File: src/rtl/lbp_hist.sv
// LBP histogram engine: clears 2^DATAWIDTH bins, then counts the LBP
// codes of all interior pixels with a serial read-modify-write loop.
module lbp_hist #(
  parameter int ADDRWIDTH = 12,
  parameter int DATAWIDTH = 8,
  parameter int CNTWIDTH  = 16,
  parameter int IMG_W     = 64
) (
  input  logic                 clk,
  input  logic                 rst,
  input  logic                 enable,
  output logic [ADDRWIDTH-1:0] lbp_addr,
  output logic                 lbp_OE,
  input  logic [DATAWIDTH-1:0] lbp_q,
  output logic [DATAWIDTH-1:0] hist_addr,
  output logic                 hist_OE,
  output logic                 hist_WEN,
  output logic [CNTWIDTH-1:0]  hist_d,
  input  logic [CNTWIDTH-1:0]  hist_q,
  output logic                 busy,
  output logic                 finish
);

  localparam int RW = $clog2(IMG_W);

  typedef enum logic [2:0] {
    IDLE, CLR, RD_L, RD_H, WR_H, DONE
  } state_t;

  state_t state, nxt;

  logic [DATAWIDTH-1:0] bin, code;
  logic [RW-1:0]        row, col;
  logic [CNTWIDTH-1:0]  inc;
  logic                 last_bin, last_col, last_row, start;

  assign last_bin = &bin;
  assign last_col = col == RW'(IMG_W - 2);
  assign last_row = row == RW'(IMG_W - 2);
  assign start    = enable && (state == IDLE || state == DONE);
  assign inc      = (&hist_q) ? hist_q : hist_q + CNTWIDTH'(1);

  always_ff @(posedge clk or negedge rst) begin
    if (!rst) state <= IDLE;
    else      state <= nxt;
  end

  always_ff @(posedge clk or negedge rst) begin
    if (!rst) begin
      bin  <= '0;
      code <= '0;
      row  <= RW'(1);
      col  <= RW'(1);
    end else if (start) begin
      bin <= '0;
      row <= RW'(1);
      col <= RW'(1);
    end else begin
      if (state == CLR)  bin  <= bin + 1'b1;
      if (state == RD_H) code <= lbp_q;
      if (state == WR_H) begin
        if (last_col) begin
          col <= RW'(1);
          row <= row + 1'b1;
        end else begin
          col <= col + 1'b1;
        end
      end
    end
  end

  always_comb begin
    nxt       = state;
    lbp_addr  = '0;
    lbp_OE    = 1'b0;
    hist_addr = '0;
    hist_OE   = 1'b0;
    hist_WEN  = 1'b0;
    hist_d    = '0;
    busy      = 1'b0;
    finish    = 1'b0;
    unique case (state)
      IDLE: begin
        if (enable) nxt = CLR;
      end
      DONE: begin
        finish = 1'b1;
        if (enable) nxt = CLR;
      end
      CLR: begin
        busy      = 1'b1;
        hist_WEN  = 1'b1;
        hist_addr = bin;
        if (last_bin) nxt = RD_L;
      end
      RD_L: begin
        busy     = 1'b1;
        lbp_OE   = 1'b1;
        lbp_addr = ADDRWIDTH'(row) * ADDRWIDTH'(IMG_W)
                 + ADDRWIDTH'(col);
        nxt      = RD_H;
      end
      RD_H: begin
        busy      = 1'b1;
        hist_OE   = 1'b1;
        hist_addr = lbp_q;
        nxt       = WR_H;
      end
      WR_H: begin
        busy      = 1'b1;
        hist_WEN  = 1'b1;
        hist_addr = code;
        hist_d    = inc;
        nxt       = (last_col && last_row) ? DONE : RD_L;
      end
      default: nxt = IDLE;
    endcase
  end

endmodule

File: config.mk
export PLATFORM = sky130hd
export DESIGN_NAME = lbp_hist
export DESIGN_NICKNAME = d
export VERILOG_FILES = /design/src/rtl/lbp_hist.sv
export SDC_FILE = /design/constraint.sdc
export NUM_CORES = 1
export LEC_CHECK = 0
export ABC_AREA = 1
export BUFFER_PORTS_ARGS = -buffer_cell sky130_fd_sc_hd__clkbuf_2
export CORE_AREA = 4 4 71 73
export CTS_CLUSTER_DIAMETER = 100
export DETAILED_ROUTE_END_ITERATION = 10
export DIE_AREA = 0 0 75 77
export HOLD_SLACK_MARGIN = 0.02
export PLACE_DENSITY = 0.82
export SLEW_MARGIN = 20
export SYNTH_ARGS = -nofsm -noshare
export SYNTH_HDL_FRONTEND = slang
export SYNTH_SLANG_ARGS = --single-unit
File: constraint.sdc
create_clock -name clk -period 2.33 [get_ports clk]
set_input_delay 0.3495 -clock clk [delete_from_list [all_inputs] [get_ports clk]]
set_output_delay 0.3495 -clock clk [all_outputs]
set_load 0.01 [all_outputs]
== After elaboration in Yosys (flattened, before gate mapping) ==
Cells that the tools add are included.

* Add/subtract/negate cells: 5
* Eq/ne operators: 9
* Muxes and demuxes: 21
* Reduce and logical (&&, ||, !) cells: 15
* Bitwise logic cells: 1

{| class="wikitable"
|+ Operator list
! operator !! number
|-
| 6-bit 2-to-1 mux || 6
|-
| 16-bit 2-to-1 mux || 2
|-
| 8-bit case mux with 3 select lines || 1
|-
| 16-bit by 1-bit adder with 16-bit output, second input constant || 1
|-
| 8-bit 2-to-1 mux || 2
|-
| 16-bit AND reduction || 1
|-
| 3-bit case mux with 5 select lines || 1
|-
| 12-bit by 6-bit adder with 12-bit output || 1
|-
| 6-bit by 1-bit adder with 6-bit output, second input constant || 2
|-
| 6-bit == test, second input constant || 2
|-
| 12-bit 2-to-1 mux || 1
|-
| 3-bit 2-to-1 mux || 3
|-
| 8-bit by 1-bit adder with 8-bit output, second input constant || 1
|-
| 8-bit AND reduction || 1
|-
| 3-bit by 2-bit == test with 1-bit output, second input constant || 2
|-
| 3-bit == test, second input constant || 2
|-
| 2-bit AND reduction || 3
|-
| 2-bit nonzero test || 3
|-
| 1-bit 2-to-1 mux || 5
|-
| 2-bit OR reduction || 2
|-
| 4-bit OR reduction || 1
|-
| 3-bit by 1-bit == test with 1-bit output, second input constant || 1
|-
| 3-bit zero test || 1
|-
| 1-bit logical AND || 2
|-
| other kinds (4) || 4
|}

* Output and inout port bits: 41
* Logic and storage cells: 56
* Bits in registers: 31

== Logic depth before layout (Yosys ltp) ==
Gate-level depths: netlist (run 1).

* Depth in word-level cells: 5
* Mapped depth: 9
* Mapped depth without buffers: 9

== Least setup slack after synthesis (run 1) ==
OpenSTA, ideal clock, no wires.

* Path type: input-to-output
* Start: in hist_q[0]
* End: out hist_d[8]
* Cell stages on the path: 7
* Slack: 0.659 ns
* Data arrival time: 1.322 ns
* Data required time: 1.980 ns
* Path through: ha_1 inv_2 nor2_4 nand2_2 nor2_1 nand2_1 a21oi_1

* Cells in the longest elaborated chain, start to end: 3

{| class="wikitable"
|+ Ends and longest elaborated chain
! item !! line !! text
|-
| start, declared || 19 || <nowiki>input logic [CNTWIDTH-1:0] hist_q,</nowiki>
|-
| 16-bit by 1-bit adder with 16-bit output / 16-bit AND reduction (equally long branches) || 41 || <nowiki>assign inc = (&hist_q) ? hist_q : hist_q + CNTWIDTH'(1);</nowiki>
|-
| 16-bit 2-to-1 mux * || 41 ||
|-
| 16-bit 2-to-1 mux * || 82 || <nowiki>unique case (state)</nowiki>
|-
| end, declared || 18 || <nowiki>output logic [CNTWIDTH-1:0] hist_d,</nowiki>
|}

Every way passes the cells marked *; elsewhere a longest branch is shown, timed or not.

== Worst setup path after layout (run 1) ==
* Start: in hist_q[0]
* End: out hist_d[12]

The elaborated chain is that of the path after synthesis.

==> results by group, run 1 <==
Pwr
  • PD cells: roughly 380 nW/um^2
  • VDD IR-drop max: 0.000351 V
  • Clock Power Share: a little under two fifths
  • Switching power: around 290 uW
  • Switching share of total power: 26.7%
  • Int Power: 794 uW
  • Leak pwr: around 1.6 nW
  • Power after layout: about 1.1 mW
  • Logic pwr share: between 10% and 20%
  • Reg power frac: 51.3%

Synth
  • Post-synthesis compound-gate area fraction: about an eighth
  • Synth Area in XOR/XNOR: about 3.3%
  • Ys Warns: 0
  • EDFF count, synth: 0
  • Mux contribution to synthesized area: 0%
  • Synth area leader: dfrtp_1
  • Ys flop type: dfrtp_1
  • Most frequent cell after synthesis: nand2_1
  • Asr flop ratio synth: 100%
  • Adder-Cell Fraction of Synth Area: under 10%
  • Yosys cell types: 31
  • Simple logic cell fraction of the synthesized area: a little under two fifths
  • Top post-synthesis cells by count: 99 x nand2_1, 57 x inv_1, 49 x nor2_1
  • Mean Syn Cell Area: 6.48 um^2
  • Syn Std Cell Area: around 2400 um^2
  • Mapped Cells: between 300 and 400
  • Top cells by area, synth: dfrtp_1 30%, nand2_1 15%, inv_1 8.9%, nor2_1 7.6%, nand3_1 6.2%
  • Post-synth top area share: between 30% and 40%
  • Seq/Total Area, Yosys: between 30% and 40%
  • #FFs+latches synth: 31
  • Largest family of logic cells by synthesized area: simple AND/OR/NAND/NOR gates
  • Mapped Nets: just over 400

Worst setup path
  • WP buf/inv: 5
  • Crit path DAT: about 1.8 ns
  • Worst setup EP type: output port
  • Kind of critical path: input port to output port
  • CP delay by family, top: simple AND/OR/NAND/NOR gates
  • Crit-path max FO: 10
  • Crit-path cells: clkbuf_2 -> ha_1 -> inv_2 -> nor2_4 -> nand2_2 -> inv_2 -> nand2_2 -> nand3_1 -> nand2_1 -> inv_1 -> clkbuf_2
  • Type of origin of the critical path: input port
  • Critical Path RT: 1.98 ns
  • CP max stage cell: ha_1
  • Crit-path max cell delay: 0.30 ns
  • Reg-to-reg startpoint: state[1]
  • CP startpoint: hist_q[0]

Global routing
  • All-layer global routing usage: 22.0%
  • Global route overflow: 0
  • Largest net degree at the start of global routing: 32
  • Number of antenna violations at the first check in global routing: 0
  • First-pass GRT wire length: between 10000 and 15000 um
  • Vias in the first global route: roughly 2400

CTS
  • Clock Tree Buf Depth: 2
  • CTS tree: built
  • CTS Hold Bufs: 0
  • Clock Latency Late Sink: 0.29 ns
  • Clk sinks: 31
  • CTS root buf: clkbuf_8
  • Setup Buffers After CTS: 0
  • CTS Buf Count: 5
  • Worst-path clk slew: 0.07 ns
  • Resized cells post-CTS: 0
  • Number of H-tree levels: 2

Placed design
  • Placer Congestion: 0.897
  • DP Area: between 2000 and 3000 um^2
  • Final HPWL DP: roughly 4600 um
  • Port Buf Inserts: between 60 and 70

Cells and area
  • Ratio of cells with drive above 1 in the final layout: 21.5%
  • Synthesis-to-finish area growth: 19.0%
  • Final Core Density: about two thirds
  • Inserted Diodes: 0
  • Final nets: 474
  • Fin area: 2880 um^2

STA
  • Clk_skew: about 0.0065 ns
  • Fin. Hold Viols: 0
  • TNS Setup: 0 ns
  • Final Cycle Share: around nine tenths
  • Unrepaired setup endpoints after global routing: false
  • Final setup viols: 0
  • Worst slew pin tran: 0.768 ns
  • Relative slew slack: between 40 and 50%
  • Maximum clock rate: roughly 0.47 GHz
  • Period minus WS final: about 2.1 ns
  • Max-slew violations: 0

Route
  • DRC: 0
  • Post-DRT Antenna Nets: 0
  • Vias per std cell: 5.20
  • Drt wl/cell: between 10 and 15 um
  • Highest Signal Layer: met4
  • Via count: roughly 2600
  • DR iter-0 viols: 118
  • Met1 wire length: between 2000 and 3000 um
  • Initial DRT Pass Iterations: 5
  • DR WL met2: 2840 um
  • Met3 wire len: 407 um
  • DRT Wirelength: between 5000 and 6000 um

Die
  • Top Ports: 68
  • Die area: about 5800 um^2
  • Rows: 24
  • Core area: roughly 4400 um^2
  • Die Y: about 77 um
  • Initial Util: between 50% and 60%
  • Die X: ~75 um

Hold path
  • Hold Path Class: input port to async pin

Outcome
  • Outcome: completed

Job
  • Max_cap viols: 0
[cell usage in the layout, fill, tap and decap left out, types with 3 or more instances in the layout]
| cell type | count |
|---|---|
| o21ai_1 | 3 |
| inv_1 | 57 |
| clkbuf_2 | 67 |
| nand2_1 | 99 |
| nor2_1 | 49 |
| clkbuf_8 | 5 |
| inv_2 | 5 |
| nor2_4 | 4 |
| nand4_1 | 14 |
| nand3_1 | 30 |
| a21oi_1 | 12 |
| clkinv_2 | 3 |
| xor2_1 | 7 |
| o21ai_0 | 22 |
| o221ai_1 | 7 |
| ha_1 | 6 |
| dfrtp_1 | 29 |
[worst paths after layout]
| kind | cells after the start | slack (ns) | endpoint |
|---|---|---|---|
| worst max-delay path | 11 | 0.21 | hist_d[12] |
| worst min-delay path | 1 | 0.13 | code[4] |
| worst max register to register | 6 | 0.79 | bin[7] |
| worst min register to register | 2 | 0.51 | col[0] |
| max in group asynchronous | 1 | 1.71 | col[5] |
| min in group clk | 3 | 0.30 | code[5] |
[routing by layer]
metal | up-vias | GRT usage (%)
li1 | 1336 | -
met1 | 1148 | 28.4
met5 | - | 0
met3 | 8 | 2.22
met2 | 76 | 37.3
met4 | 0 | 7.47
[state kept, by name, indices dropped and copies added (netlist names)]
| name | flops |
|---|---|
| bin | 8 |
| code | 8 |
| col | 6 |
| row | 6 |
| state | 3 |
[power by group through the flow]
stage	clock, mW	sequential (mW)	combinational [mW]
after global routing	0.450	0.557	0.127
after floorplan	0	0.564	0.0545
final	0.416	0.556	0.111
after CTS	0.422	0.556	0.111
after global placement	0	0.565	0.110
after detailed placement	0	0.566	0.110
[cell families (layout without fill, tap and decap cells)]
kind of cell,count (synthesis),after routing
xor gates and xnor gates,9,9
buffers and inverters,71,140
and+or+nand+nor,206,206
DFF,31,31
AOI/OAI and AO/OA,50,50
adders and majority gates,6,6
[final cells by class]
type	count	area (um^2)
fill	397	1480
multi-input combinational	271	1360
sequential	31	778
timing repair buffer	69	350
inverter	63	236
clock buffer	5	68.8
tap	52	65.1
clock inverter	3	15.0
[metrics by stage]
step / std cells / worst slack [ns] / hold slack, ns
after floorplan: 373 / 0.659 / 0.0539
after global placement: 486 / 0.296 / 0.463
after detailed placement: 486 / 0.220 / 0.477
after CTS: 494 / 0.186 / 0.165
after global routing: 494 / 0.00137 / 0.186
final: 494 / 0.211 / 0.127
[worst reg2reg max path, cell delays in order, from the launching register on]
cell     delay [ns]
dfrtp_1        0.41
inv_1          0.08
nand3_1        0.14
a21oi_1        0.50
nor2_1         0.15
nand2_1        0.08
o21ai_1        0.06
No activity file was read; power rests on OpenSTA's default activity.
==> inputs of run 2 (changes only) <==
Settings changed: CAP_MARGIN from default to 20, RECOVER_POWER from default to 50.
==> run 2 against run 1 <==
- the run now ends with capacitance limit, slew limit left
- core utilization is 0.49 points lower
- largest power group unchanged
- sequential cell count unchanged
- critical path type unchanged
- critical path depth did not move
- global-route usage is the same
- critical endpoint unchanged
- cell area shrank 0.74%
- power barely moved
- die area did not move
==> results by group, run 2 (synthesized netlist as in run 1, its figures left out) <==
Outcome
  • Outcome: finished with violations
  • Failing checks: capacitance limit, slew limit

Route
  • DRC: 0 (unchanged)
  • Post-DRT Antenna Nets: 0 (unchanged)
  • Via count: 2600 (+1.2%)
  • DR iter-0 viols: 116 (-1.7%)
  • Drt wl/cell: 12.2 um (+1.0%)
  • Initial DRT Pass Iterations: 4 (-1)
  • DRT Wirelength: 6030 um (+1.0%)
  • Vias per std cell: 5.26 (+1.2%)

Hold path
  • Hold Path Class: input port to flip-flop
  • WHS Path Cells: 3
  • Min-delay src: lbp_q[5]
  • Hold path endpoint: code[5]

STA
  • Final setup viols: 0 (unchanged)
  • Final Cycle Share: 90.9% (about the same)
  • Period minus WS final: 2.12 ns (+0.0000170 ns)
  • Clk_skew: 0.00609 ns (-0.000404 ns)
  • Worst slew pin tran: 1.67 ns (+0.907 ns)
  • TNS Setup: 0 ns (unchanged)
  • Maximum clock rate: 0.472 GHz (about the same)
  • Relative slew slack: -11.7% (-60 points)
  • Max-slew violations: 32 (+32)
  • Unrepaired setup endpoints after global routing: false
  • Fin. Hold Viols: 0 (unchanged)

Global routing
  • Global route overflow: 0 (unchanged)
  • All-layer global routing usage: 22.0% (unchanged)
  • Largest net degree at the start of global routing: 32 (unchanged)
  • GRT Max-Usage Layer: met2
  • Met1 usage: 28.4% (unchanged)
  • Global-route met3 utilization: 2.22% (unchanged)
  • GR Layer Usage met2: 37.3% (unchanged)
  • First-pass GRT wire length: 10300 um (unchanged)
  • Vias in the first global route: 2363 (unchanged)
  • Number of antenna violations at the first check in global routing: 0 (unchanged)

CTS
  • CTS root buf: clkbuf_8
  • Setup Buffers After CTS: 0 (unchanged)
  • Clk sinks: 31 (unchanged)
  • CTS Buf Count: 5 (unchanged)
  • Clock Latency Late Sink: 0.29 ns (about the same)
  • Number of H-tree levels: 2 (unchanged)
  • CTS tree: built
  • CTS Hold Bufs: 0 (unchanged)
  • Resized cells post-CTS: 0 (unchanged)
  • Clock Tree Buf Depth: 2 (unchanged)
  • Worst-path clk slew: 0.07 ns (about the same)

Worst setup path
  • Critical Path RT: 1.98 ns (about the same)
  • Worst setup EP type: output port
  • Crit path DAT: 1.77 ns (about the same)
  • Crit-path max cell delay: 0.30 ns (about the same)
  • Kind of critical path: input port to output port
  • Reg2reg end: row[5]
  • Reg2reg path depth: 8 (+2)
  • Reg-to-reg startpoint: state[1]
  • Crit-path max FO: 10 (unchanged)
  • CP max stage cell: ha_1
  • Type of origin of the critical path: input port
  • Worst reg2reg setup slack: 0.36 ns (-0.43 ns)
  • Crit-path cells: clkbuf_2 -> ha_1 -> inv_2 -> nor2_4 -> nand2_2 -> inv_2 -> nand2_2 -> nand3_1 -> nand2_1 -> inv_1 -> clkbuf_2

Die
  • Die Y: 77 um (unchanged)
  • Rows: 24 (unchanged)
  • Die X: 75 um (unchanged)
  • Die area: 5780 um^2 (unchanged)
  • Top Ports: 68 (unchanged)
  • Initial Util: 55.5% (unchanged)
  • Core area: 4350 um^2 (unchanged)

Pwr
  • PD cells: 379 nW/um^2 (+0.75%)
  • Power after layout: 1.08 mW (about the same)
  • Leak pwr: 1.58 nW (-1.2%)
  • VDD IR-drop max: 0.000351 V (about the same)

Cells and area
  • Ratio of cells with drive above 1 in the final layout: 20.4% (-1.1 points)
  • Inserted Diodes: 0 (unchanged)
  • Fillcell total: 402 (+1.3%)
  • Leading registers by flop count: bin x8, code x8
  • Final Core Density: 65.6% (-0.49 points)
  • Synthesis-to-finish area growth: 18.1%
  • Final nets: 474 (unchanged)
  • Filler-free cell count of the finished design: 494 (unchanged)
  • Most frequent cells in the layout: 100 x nand2_1, 65 x clkbuf_2, 57 x inv_1
  • Most common cell after layout, fill and taps aside: nand2_1

Placed design
  • Final HPWL DP: 4570 um (unchanged)
  • Placer Congestion: 0.897 (unchanged)
  • Cells after DPL: 486 (unchanged)
  • Port Buf Inserts: 67 (unchanged)

Job
  • Max_cap viols: 1 (+1)
==> run 2: cell type report <==
class / instances / area (um^2) / share of cell area (%)
multi-input cells: 271 / 1340 / 47.1
inverters: 63 / 236 / 8.28
clock inverters: 3 / 15.0 / 0.526
clock buffers: 5 / 68.8 / 2.41
repair buffers: 69 / 348 / 12.2
flip-flops and latches: 31 / 778 / 27.3
well taps: 52 / 65.1 / 2.28
==> run 2: how the worst max path moves through the flow <==
stage	startpoint	end	slack (ns)	cells after the start
after floorplan	hist_q[0]	hist_d[8]	0.66	7
after global placement	hist_q[0]	hist_d[10]	0.30	11
after detailed placement	hist_q[0]	hist_d[12]	0.22	11
after CTS	state[2]	hist_addr[4]	0.19	6
after global routing	state[2]	hist_addr[0]	0.001	6
final	hist_q[0]	hist_d[12]	0.21	11
==> run 2: per-stage QoR <==
step | cell area [um^2] | setup WS [ns] | hold WS, ns
floorplan | 2420 | 0.659 | 0.0539
global placement | 2790 | 0.296 | 0.463
detailed placement | 2790 | 0.220 | 0.477
CTS | 2880 | 0.186 | 0.165
global route | 2860 | 0.00137 | 0.313
finish | 2860 | 0.211 | 0.295
==> run 2: power by group <==
part | switching [mW] | leakage (nW) | internal, mW
logic | 0.0704 | 1.14 | 0.0399
clock network | 0.212 | 0.0477 | 0.204
registers | 0.00648 | 0.386 | 0.549
total | 0.289 | 1.58 | 0.794
==> run 2: critical path: cells and delay by family <==
kind / cells / cell delay [ns]
adder cells (fa/ha/maj): 1 / 0.30
buffers and inverters: 5 / 0.49
AND/OR/NAND/NOR: 5 / 0.61
==> run 2: routing by layer <==
metal / wire length [um] / share of wire (%)
met5: 0 / 0
met1: 2700 / 45
met3: 380 / 6.3
met4: 42 / 0.70
met2: 2910 / 48
